**config.mk**
```make
export PLATFORM = sky130hd
export DESIGN_NAME = seg_overlay_vga_flat
export DESIGN_NICKNAME = d
export VERILOG_FILES = /design/src/rtl/seg_overlay_vga_if.sv /design/src/rtl/seg_overlay_vga.sv /design/src/flat_wrapper.sv
export SDC_FILE = /design/constraint.sdc
export NUM_CORES = 1
export LEC_CHECK = 0
export CORE_UTILIZATION = 55
export DETAILED_ROUTE_END_ITERATION = 8
export PLACE_DENSITY = 0.76
export SLEW_MARGIN = 20
export SYNTH_ARGS = -nofsm -noshare
export SYNTH_HDL_FRONTEND = slang
export SYNTH_SLANG_ARGS = --single-unit
```
**constraint.sdc**
```tcl
create_clock -name clk -period 20.5 [get_ports clk]
set_clock_uncertainty 0.05 [all_clocks]
set_input_delay 2.05 -clock clk [delete_from_list [all_inputs] [get_ports clk]]
set_output_delay 2.05 -clock clk [all_outputs]
set_load 0.02 [all_outputs]
```
**src/rtl/seg_overlay_vga_if.sv**
```systemverilog
// -----------------------------------------------------------------------------
// seg_overlay_vga_if
//   Read bus between the display engine and the synchronous class-map memory.
//   The memory returns mem_rdata exactly one cycle after mem_rd_en.
//
//   mem_rd_en  master->slave  read strobe
//   mem_addr   master->slave  class-map word address
//   mem_rdata  slave->master  class index for the previous cycle's address
// -----------------------------------------------------------------------------
interface seg_overlay_vga_if #(
    parameter int ADDR_W  = 16,
    parameter int CLASS_W = 8
);
    logic               mem_rd_en;
    logic [ADDR_W-1:0]  mem_addr;
    logic [CLASS_W-1:0] mem_rdata;

    modport master (output mem_rd_en, output mem_addr, input  mem_rdata);
    modport slave  (input  mem_rd_en, input  mem_addr, output mem_rdata);
endinterface

```
**src/rtl/seg_overlay_vga.sv**
```systemverilog
// -----------------------------------------------------------------------------
// seg_overlay_vga
//   VGA display engine for segmentation class maps. Walks the VGA raster,
//   fetches one class index per pixel from the frame memory (upscaled by an
//   integer SCALE with counters, no divider), maps it through a writable RGB
//   palette and drives pixel-aligned colour, sync and blank. Single-frame or
//   continuous operation with frame-done reporting.
//
// Ports
//   clk, rst               pixel clock, asynchronous active-high reset
//   start                  begin display (sampled in IDLE only)
//   continuous             repeat frames (sampled at each frame end)
//   stop                   halt at the next frame end (latched while ACTIVE)
//   mem_if                 class-map read bus (master side)
//   pal_we/waddr/wdata     palette write port, {R,G,B}
//   vga_r/g/b              colour, vga_hsync/vga_vsync active-low sync
//   vga_blank_n            high in the visible area
//   busy                   high while ACTIVE
//   frame_done             one-cycle pulse at each frame end
//   frame_count            completed frames (wraps)
//
// Pipeline: counters (h,v) -> S1 address/control regs -> S2 memory data
//           -> S3 palette lookup onto vga_*; all outputs are 3 cycles behind
//           the counters.
// -----------------------------------------------------------------------------
module seg_overlay_vga #(
    parameter int          H_VIS       = 640,
    parameter int          H_FP        = 16,
    parameter int          H_SYNC      = 96,
    parameter int          H_BP        = 48,
    parameter int          V_VIS       = 480,
    parameter int          V_FP        = 10,
    parameter int          V_SYNC      = 2,
    parameter int          V_BP        = 33,
    parameter int          IMG_W       = 224,
    parameter int          IMG_H       = 224,
    parameter int          SCALE       = 2,
    parameter int          NUM_CLASSES = 21,
    parameter int          CLASS_W     = 8,
    parameter int          ADDR_W      = 16,
    parameter logic [23:0] BORDER_RGB  = 24'h000000
) (
    input  logic               clk,
    input  logic               rst,
    input  logic               start,
    input  logic               continuous,
    input  logic               stop,
    seg_overlay_vga_if.master  mem_if,
    input  logic               pal_we,
    input  logic [CLASS_W-1:0] pal_waddr,
    input  logic [23:0]        pal_wdata,
    output logic [7:0]         vga_r,
    output logic [7:0]         vga_g,
    output logic [7:0]         vga_b,
    output logic               vga_hsync,
    output logic               vga_vsync,
    output logic               vga_blank_n,
    output logic               busy,
    output logic               frame_done,
    output logic [15:0]        frame_count
);

    localparam int H_TOTAL = H_VIS + H_FP + H_SYNC + H_BP;
    localparam int V_TOTAL = V_VIS + V_FP + V_SYNC + V_BP;
    localparam int HW      = $clog2(H_TOTAL + 1);
    localparam int VW      = $clog2(V_TOTAL + 1);

    // Scaled image extent, clipped to the visible area.
    localparam int H_IMG_END = (IMG_W * SCALE < H_VIS) ? IMG_W * SCALE : H_VIS;
    localparam int V_IMG_END = (IMG_H * SCALE < V_VIS) ? IMG_H * SCALE : V_VIS;

    localparam logic [HW-1:0]     H_LAST   = HW'(H_TOTAL - 1);
    localparam logic [HW-1:0]     H_VIS_C  = HW'(H_VIS);
    localparam logic [HW-1:0]     H_IMG_C  = HW'(H_IMG_END);
    localparam logic [HW-1:0]     HS_BEG   = HW'(H_VIS + H_FP);
    localparam logic [HW-1:0]     HS_END   = HW'(H_VIS + H_FP + H_SYNC);
    localparam logic [VW-1:0]     V_LAST   = VW'(V_TOTAL - 1);
    localparam logic [VW-1:0]     V_VIS_C  = VW'(V_VIS);
    localparam logic [VW-1:0]     V_IMG_C  = VW'(V_IMG_END);
    localparam logic [VW-1:0]     VS_BEG   = VW'(V_VIS + V_FP);
    localparam logic [VW-1:0]     VS_END   = VW'(V_VIS + V_FP + V_SYNC);
    localparam logic [ADDR_W-1:0] IMG_W_A  = ADDR_W'(IMG_W);
    localparam logic [1:0]        SUB_LAST = 2'(SCALE - 1);

    typedef enum logic {ST_IDLE, ST_ACTIVE} state_t;

    // Per-pixel control travelling alongside the memory access.
    typedef struct packed {
        logic vis;
        logic img;
        logic hs;
        logic vs;
    } ctrl_t;

    localparam ctrl_t CTRL_IDLE = '{vis: 1'b0, img: 1'b0, hs: 1'b1, vs: 1'b1};

    function automatic logic [23:0] pal_default(input int idx);
        case (idx)
            0:       return 24'h000000;
            1:       return 24'hFF0000;
            2:       return 24'h00FF00;
            3:       return 24'h0000FF;
            default: return 24'h808080;
        endcase
    endfunction

    // Raster / control state
    state_t            state_q,      state_d;
    logic [HW-1:0]     h_q,          h_d;
    logic [VW-1:0]     v_q,          v_d;
    logic [1:0]        sub_x_q,      sub_x_d;
    logic [1:0]        sub_y_q,      sub_y_d;
    logic [ADDR_W-1:0] img_x_q,      img_x_d;
    logic [ADDR_W-1:0] line_base_q,  line_base_d;
    logic              stop_q,       stop_d;
    logic              frame_done_q, frame_done_d;
    logic [15:0]       frame_count_q, frame_count_d;

    // Pipeline
    ctrl_t             ctrl0;
    logic              rd_en_q,      rd_en_d;
    logic [ADDR_W-1:0] addr_q,       addr_d;
    ctrl_t             c1_q,         c1_d;
    ctrl_t             c2_q,         c2_d;
    logic [23:0]       rgb_q,        rgb_d;
    logic              hs_q,         hs_d;
    logic              vs_q,         vs_d;
    logic              blank_n_q,    blank_n_d;

    // Palette register file
    logic [23:0]       pal_q [NUM_CLASSES];
    logic [23:0]       pal_d [NUM_CLASSES];

    // -------------------------------------------------------------------------
    // FSM, raster counters and divider-free address counters
    // -------------------------------------------------------------------------
    always_comb begin
        // NOTE: every signal gets a default first, so no path through the
        // block can leave a value unassigned and infer a latch.
        state_d       = state_q;
        h_d           = h_q;
        v_d           = v_q;
        sub_x_d       = sub_x_q;
        sub_y_d       = sub_y_q;
        img_x_d       = img_x_q;
        line_base_d   = line_base_q;
        stop_d        = stop_q;
        frame_done_d  = 1'b0;
        frame_count_d = frame_count_q;

        case (state_q)
            ST_IDLE: begin
                stop_d = 1'b0;
                if (start) state_d = ST_ACTIVE;
            end
            ST_ACTIVE: begin
                if (stop) stop_d = 1'b1;
                if (h_q == H_LAST && v_q == V_LAST) begin
                    frame_done_d  = 1'b1;
                    frame_count_d = frame_count_q + 16'd1;
                    h_d           = '0;
                    v_d           = '0;
                    sub_x_d       = '0;
                    sub_y_d       = '0;
                    img_x_d       = '0;
                    line_base_d   = '0;
                    // A stop arriving on the final cycle counts as latched.
                    if (!continuous || stop_q || stop) begin
                        state_d = ST_IDLE;
                        stop_d  = 1'b0;
                    end
                end else if (h_q == H_LAST) begin
                    h_d     = '0;
                    v_d     = v_q + VW'(1);
                    sub_x_d = '0;
                    img_x_d = '0;
                    // Advance one class-map row every SCALE raster lines.
                    if (v_q < V_IMG_C) begin
                        if (sub_y_q == SUB_LAST) begin
                            sub_y_d     = '0;
                            line_base_d = line_base_q + IMG_W_A;
                        end else begin
                            sub_y_d = sub_y_q + 2'd1;
                        end
                    end
                end else begin
                    h_d = h_q + HW'(1);
                    // Advance one class-map column every SCALE pixels.
                    if (h_q < H_IMG_C) begin
                        if (sub_x_q == SUB_LAST) begin
                            sub_x_d = '0;
                            img_x_d = img_x_q + ADDR_W'(1);
                        end else begin
                            sub_x_d = sub_x_q + 2'd1;
                        end
                    end
                end
            end
            default: state_d = ST_IDLE;
        endcase
    end

    // -------------------------------------------------------------------------
    // Pixel pipeline
    // -------------------------------------------------------------------------
    always_comb begin
        // Outside ACTIVE the stage-0 control is the idle pattern, so the three
        // stages drain to idle outputs on their own after the last frame.
        ctrl0 = CTRL_IDLE;
        if (state_q == ST_ACTIVE) begin
            ctrl0.vis = (h_q < H_VIS_C) && (v_q < V_VIS_C);
            ctrl0.img = ctrl0.vis && (h_q < H_IMG_C) && (v_q < V_IMG_C);
            ctrl0.hs  = !((h_q >= HS_BEG) && (h_q < HS_END));
            ctrl0.vs  = !((v_q >= VS_BEG) && (v_q < VS_END));
        end

        // S1: address holds its last value when no read is issued.
        rd_en_d = ctrl0.img;
        addr_d  = ctrl0.img ? (line_base_q + img_x_q) : addr_q;
        c1_d    = ctrl0;

        // S2: memory returns the class index; control just waits alongside.
        c2_d    = c1_q;

        // S3: colour selection against the palette as it stands this cycle,
        // so a same-cycle write to the looked-up entry yields the old colour.
        rgb_d = 24'h000000;
        if (c2_q.vis) begin
            if (!c2_q.img) begin
                rgb_d = BORDER_RGB;
            end else begin
                rgb_d = 24'hFF00FF;
                for (int i = 0; i < NUM_CLASSES; i++) begin
                    if (mem_if.mem_rdata == CLASS_W'(i)) rgb_d = pal_q[i];
                end
            end
        end
        hs_d      = c2_q.hs;
        vs_d      = c2_q.vs;
        blank_n_d = c2_q.vis;
    end

    // Palette write port; indices at or above NUM_CLASSES match no entry.
    always_comb begin
        pal_d = pal_q;
        for (int i = 0; i < NUM_CLASSES; i++) begin
            if (pal_we && pal_waddr == CLASS_W'(i)) pal_d[i] = pal_wdata;
        end
    end

    // -------------------------------------------------------------------------
    // State registers
    // -------------------------------------------------------------------------
    // NOTE: sequential state uses non-blocking assignments so every flop
    // samples its _d value from before the edge, independent of statement order.
    always_ff @(posedge clk or posedge rst) begin
        if (rst) begin
            state_q       <= ST_IDLE;
            h_q           <= '0;
            v_q           <= '0;
            sub_x_q       <= '0;
            sub_y_q       <= '0;
            img_x_q       <= '0;
            line_base_q   <= '0;
            stop_q        <= 1'b0;
            frame_done_q  <= 1'b0;
            frame_count_q <= '0;
            rd_en_q       <= 1'b0;
            addr_q        <= '0;
            c1_q          <= CTRL_IDLE;
            c2_q          <= CTRL_IDLE;
            rgb_q         <= '0;
            hs_q          <= 1'b1;
            vs_q          <= 1'b1;
            blank_n_q     <= 1'b0;
            // NOTE: the palette is a small register file with defined power-on
            // colours, so it is reset here; a RAM-based table could not be.
            for (int i = 0; i < NUM_CLASSES; i++) pal_q[i] <= pal_default(i);
        end else begin
            state_q       <= state_d;
            h_q           <= h_d;
            v_q           <= v_d;
            sub_x_q       <= sub_x_d;
            sub_y_q       <= sub_y_d;
            img_x_q       <= img_x_d;
            line_base_q   <= line_base_d;
            stop_q        <= stop_d;
            frame_done_q  <= frame_done_d;
            frame_count_q <= frame_count_d;
            rd_en_q       <= rd_en_d;
            addr_q        <= addr_d;
            c1_q          <= c1_d;
            c2_q          <= c2_d;
            rgb_q         <= rgb_d;
            hs_q          <= hs_d;
            vs_q          <= vs_d;
            blank_n_q     <= blank_n_d;
            pal_q         <= pal_d;
        end
    end

    assign mem_if.mem_rd_en = rd_en_q;
    assign mem_if.mem_addr  = addr_q;
    assign vga_r            = rgb_q[23:16];
    assign vga_g            = rgb_q[15:8];
    assign vga_b            = rgb_q[7:0];
    assign vga_hsync        = hs_q;
    assign vga_vsync        = vs_q;
    assign vga_blank_n      = blank_n_q;
    assign busy             = (state_q == ST_ACTIVE);
    assign frame_done       = frame_done_q;
    assign frame_count      = frame_count_q;

endmodule

```
**src/flat_wrapper.sv**
```systemverilog
// flat-port wrapper written by rule: the top's interface ports become plain ports
module seg_overlay_vga_flat 
#(
    parameter int          H_VIS       = 640,
    parameter int          H_FP        = 16,
    parameter int          H_SYNC      = 96,
    parameter int          H_BP        = 48,
    parameter int          V_VIS       = 480,
    parameter int          V_FP        = 10,
    parameter int          V_SYNC      = 2,
    parameter int          V_BP        = 33,
    parameter int          IMG_W       = 224,
    parameter int          IMG_H       = 224,
    parameter int          SCALE       = 2,
    parameter int          NUM_CLASSES = 21,
    parameter int          CLASS_W     = 8,
    parameter int          ADDR_W      = 16,
    parameter logic [23:0] BORDER_RGB  = 24'h000000
)
  (clk, rst, start, continuous, stop, pal_we, pal_waddr, pal_wdata, vga_r, vga_g, vga_b, vga_hsync, vga_vsync, vga_blank_n, busy, frame_done, frame_count, mem_if_mem_rd_en, mem_if_mem_addr, mem_if_mem_rdata);
  seg_overlay_vga_if #(.ADDR_W(ADDR_W), .CLASS_W(CLASS_W)) mem_if_i ();
  input  logic clk;
  input  logic rst;
  input  logic start;
  input  logic continuous;
  input  logic stop;
  input  logic pal_we;
  input  logic [CLASS_W-1:0] pal_waddr;
  input  logic [23:0] pal_wdata;
  output logic [7:0] vga_r;
  output logic [7:0] vga_g;
  output logic [7:0] vga_b;
  output logic vga_hsync;
  output logic vga_vsync;
  output logic vga_blank_n;
  output logic busy;
  output logic frame_done;
  output logic [15:0] frame_count;
  output wire logic [$bits(mem_if_i.mem_rd_en)-1:0] mem_if_mem_rd_en;
  output wire logic [$bits(mem_if_i.mem_addr)-1:0] mem_if_mem_addr;
  input wire logic [$bits(mem_if_i.mem_rdata)-1:0] mem_if_mem_rdata;
  assign mem_if_mem_rd_en = mem_if_i.mem_rd_en;
  assign mem_if_mem_addr = mem_if_i.mem_addr;
  assign mem_if_i.mem_rdata = mem_if_mem_rdata;
  seg_overlay_vga #(.H_VIS(H_VIS), .H_FP(H_FP), .H_SYNC(H_SYNC), .H_BP(H_BP), .V_VIS(V_VIS), .V_FP(V_FP), .V_SYNC(V_SYNC), .V_BP(V_BP), .IMG_W(IMG_W), .IMG_H(IMG_H), .SCALE(SCALE), .NUM_CLASSES(NUM_CLASSES), .CLASS_W(CLASS_W), .ADDR_W(ADDR_W), .BORDER_RGB(BORDER_RGB)) u_core (.clk(clk), .rst(rst), .start(start), .continuous(continuous), .stop(stop), .mem_if(mem_if_i), .pal_we(pal_we), .pal_waddr(pal_waddr), .pal_wdata(pal_wdata), .vga_r(vga_r), .vga_g(vga_g), .vga_b(vga_b), .vga_hsync(vga_hsync), .vga_vsync(vga_vsync), .vga_blank_n(vga_blank_n), .busy(busy), .frame_done(frame_done), .frame_count(frame_count));
endmodule
```
==> results.toml <==
[clock_tree]
htree_num_levels = 3
cts_sinks = 625
clk_pin_slew_ps = 60
cts_hold_buf = 0
cts_buffers = 66
root_buffer = "clkbuf_16"
insertion_delay_ps = 610
cts_buffer_depth = 3
cts_tree = "yes"
cts_setup_buffers = 0
cts_resized = 0

[die]
die-height_um = 232.0
rows = 83
ios = 108
dieArea_um2 = 53830
coreArea_um2 = 51820
initial_core_util = 0.5616
die_x_um = 232.0

[logic_synthesis]
yosysMostFrequentCell = "dfrtp_1"
avgSynthCellArea_um2 = 12.16
synth_seq_cells = 625
ys_warn_count = 0
synth_edf_count = 0
synthArstFlopShare = 1.000
synthTopCellsByArea = "dfrtp_1 47%, mux2_2 20%, dfstp_2 7.3%"
yosysSeqAreaShare = 0.5409
ys.flop_type = "dfrtp_1"
yosys.area.top_type_share = 0.4678
syn_nets = 2456
yosys.area.top_type = "dfrtp_1"
synth_cell_types = 68
synthCells = 2393
synth_area_um2 = 29100
netlist_top_cells_count = "544 x dfrtp_1, 527 x mux2_2, 145 x clkbuf_1"

[routing]
drt_pass1_iterations = 8
drtIter0Drc = 2709
viasPerCell = 6.702
drcViolationCount = 0
wl_mm = 87.32
wl_per_cell_um = 27.61
via_count = 21200
ant_nets = 0

[place]
place_hpwl_mm = 52.71
place_ws_ps = 14810
dp_cells = 3044
io_buffer_count = 107
placed_area_um2 = 30790
place.gp.congestion = 0.9066

[sta]
fin_crit_ps = 5350
hold_ws_ps = 305.0
rsz0062_at_grt = "no"
final.setup.tns_ps = 0
setup_ws_ps = 15150
hold_violations = 0
fmax_ghz = 0.1869
slew_violations = 0
setup_viol_count_final = 0
worst_slew_pin_slew_ps = 1220
max-slew-margin-rel = 0.1838
finalCritPeriodShare = 0.2610

[finish]
antennaDiodeCount = 0
syn_to_final_growth_pct = 13.46
final_cell_count_no_fill = 3163
drive_above_1_share = 0.3274
final_area_um2 = 33020
fill_cells = 3824
final_nets = 2495

[min_path]
hold_class = "reg2reg"

[global_routing]
grt_antenna_before_repair = 1
grt_pass1_vias = 21760
grt_overflow_total = 0
grt_pass1_wl_mm = 132.9
grt_use_total = 0.3304
grt_max_degree = 182

[job]
drv_cap = 0

[worst_setup_path]
cp_max_fo = 21
startpoint_type = "input port"
arrival_ps = 5810
cp-end-kind = "flop"
setup.worst_path.class = "in2reg"
crit_required_ps = 20960

[run_status]
status = "complete, no violations"

[pwr]
power_density_nw_per_um2 = 85.31
ir_drop_mv = 0.1096
power_leakage_nw = 15.21
[final cells by class]
type                       count  area, um^2  share of cell area
sequential                   625       15740              0.4768
multi-input combinational   1561       12640              0.3830
inverter                      21       86.33            0.002615
clock buffer                  99        1969             0.05965
tap                          680       850.8             0.02577
timing repair buffer         157        1488             0.04506
clock inverter                20       237.7            0.007200
[per-layer routing]
| layer | routed length (um) | global-route usage | part of all wire |
|---|---|---|---|
| met1 | 32930 | 0.4177 | 0.38 |
| met2 | 40300 | 0.5155 | 0.46 |
| met3 | 8522 | 0.08669 | 0.098 |
| met4 | 5563 | 0.1873 | 0.064 |
| met5 | 12 | 0 | 0.00014 |
[layout by cell type, fill, tap and decap left out, types with 27 or more instances in the layout]
master	instances
a22oi_1	27
nor3_1	31
nand3_1	56
nand2_1	135
o22ai_1	49
buf_4	45
clkbuf_16	69
mux2i_1	52
o21ai_0	95
xnor2_1	29
nor2_1	124
dfrtp_1	544
dfstp_2	81
clkdlybuf4s50_1	104
a21oi_1	79
mux2_2	527
[stage by stage]
step / total power, mW / utilization
floorplan: 1.520 / -
global route: 2.903 / 0.6372
detailed placement: 1.611 / 0.5942
CTS: 2.825 / 0.6368
global placement: 1.597 / 0.5937
finish: 2.817 / 0.6372
[kinds of logic (layout without fill, tap and decap cells)]
| kind of cell | after synthesis | count (layout) | share of synthesized area |
|---|---|---|---|
| mux | 595 | 595 | 0.2342 |
| fa+ha+maj | 17 | 17 | 0.007309 |
| flops | 625 | 625 | 0.5409 |
| xor+xnor | 54 | 54 | 0.01625 |
| compound gates | 413 | 413 | 0.09451 |
| buf+inv | 207 | 297 | 0.02769 |
| simple gates | 482 | 482 | 0.07911 |
[report_power, final]
part / internal (mW) / switching, mW / total [mW]
clock network: 0.728 / 0.493 / 1.22
logic: 0.101 / 0.141 / 0.241
registers: 1.31 / 0.0471 / 1.35
[worst paths after layout]
path	startpoint	end	slack (ps)	cells past startpoint
setup reg to reg	u_core.busy	u_core.frame_count[15]	17200	5
hold reg to reg	u_core.vs_d	u_core.vga_vsync	300	0
hold / removal	u_core.vs_d	u_core.vga_vsync	300	0
setup / recovery	mem_if_mem_rdata[3]	u_core.rgb_q[19]	15150	7
min in group asynchronous	rst	u_core.h_q[1]	1990	2
max in group asynchronous	rst	u_core.pal_q[313]	16230	4
[worst max-delay path: stages]
cell and delay [ps]:
clkdlybuf4s50_1 810, nor4_2 790, nand2_1 810, nor3_1 830, o21ai_0 220, o22a_1 210, o21ai_0 80
[state kept, by name, summed over array words and instances, names as in the netlist, 2 cells and up]
signal,cells
u_core.rgb_q,24
u_core.h_q,10
u_core.sub_x_q,2
u_core.mem_if.mem_addr,16
u_core.v_q,10
u_core.frame_count,16
u_core.line_base_q,11
u_core.sub_y_q,2
u_core.pal_q,504
u_core.c1_q,3
u_core.img_x_q,16
Note: power is estimated with default switching activity, not from simulation.
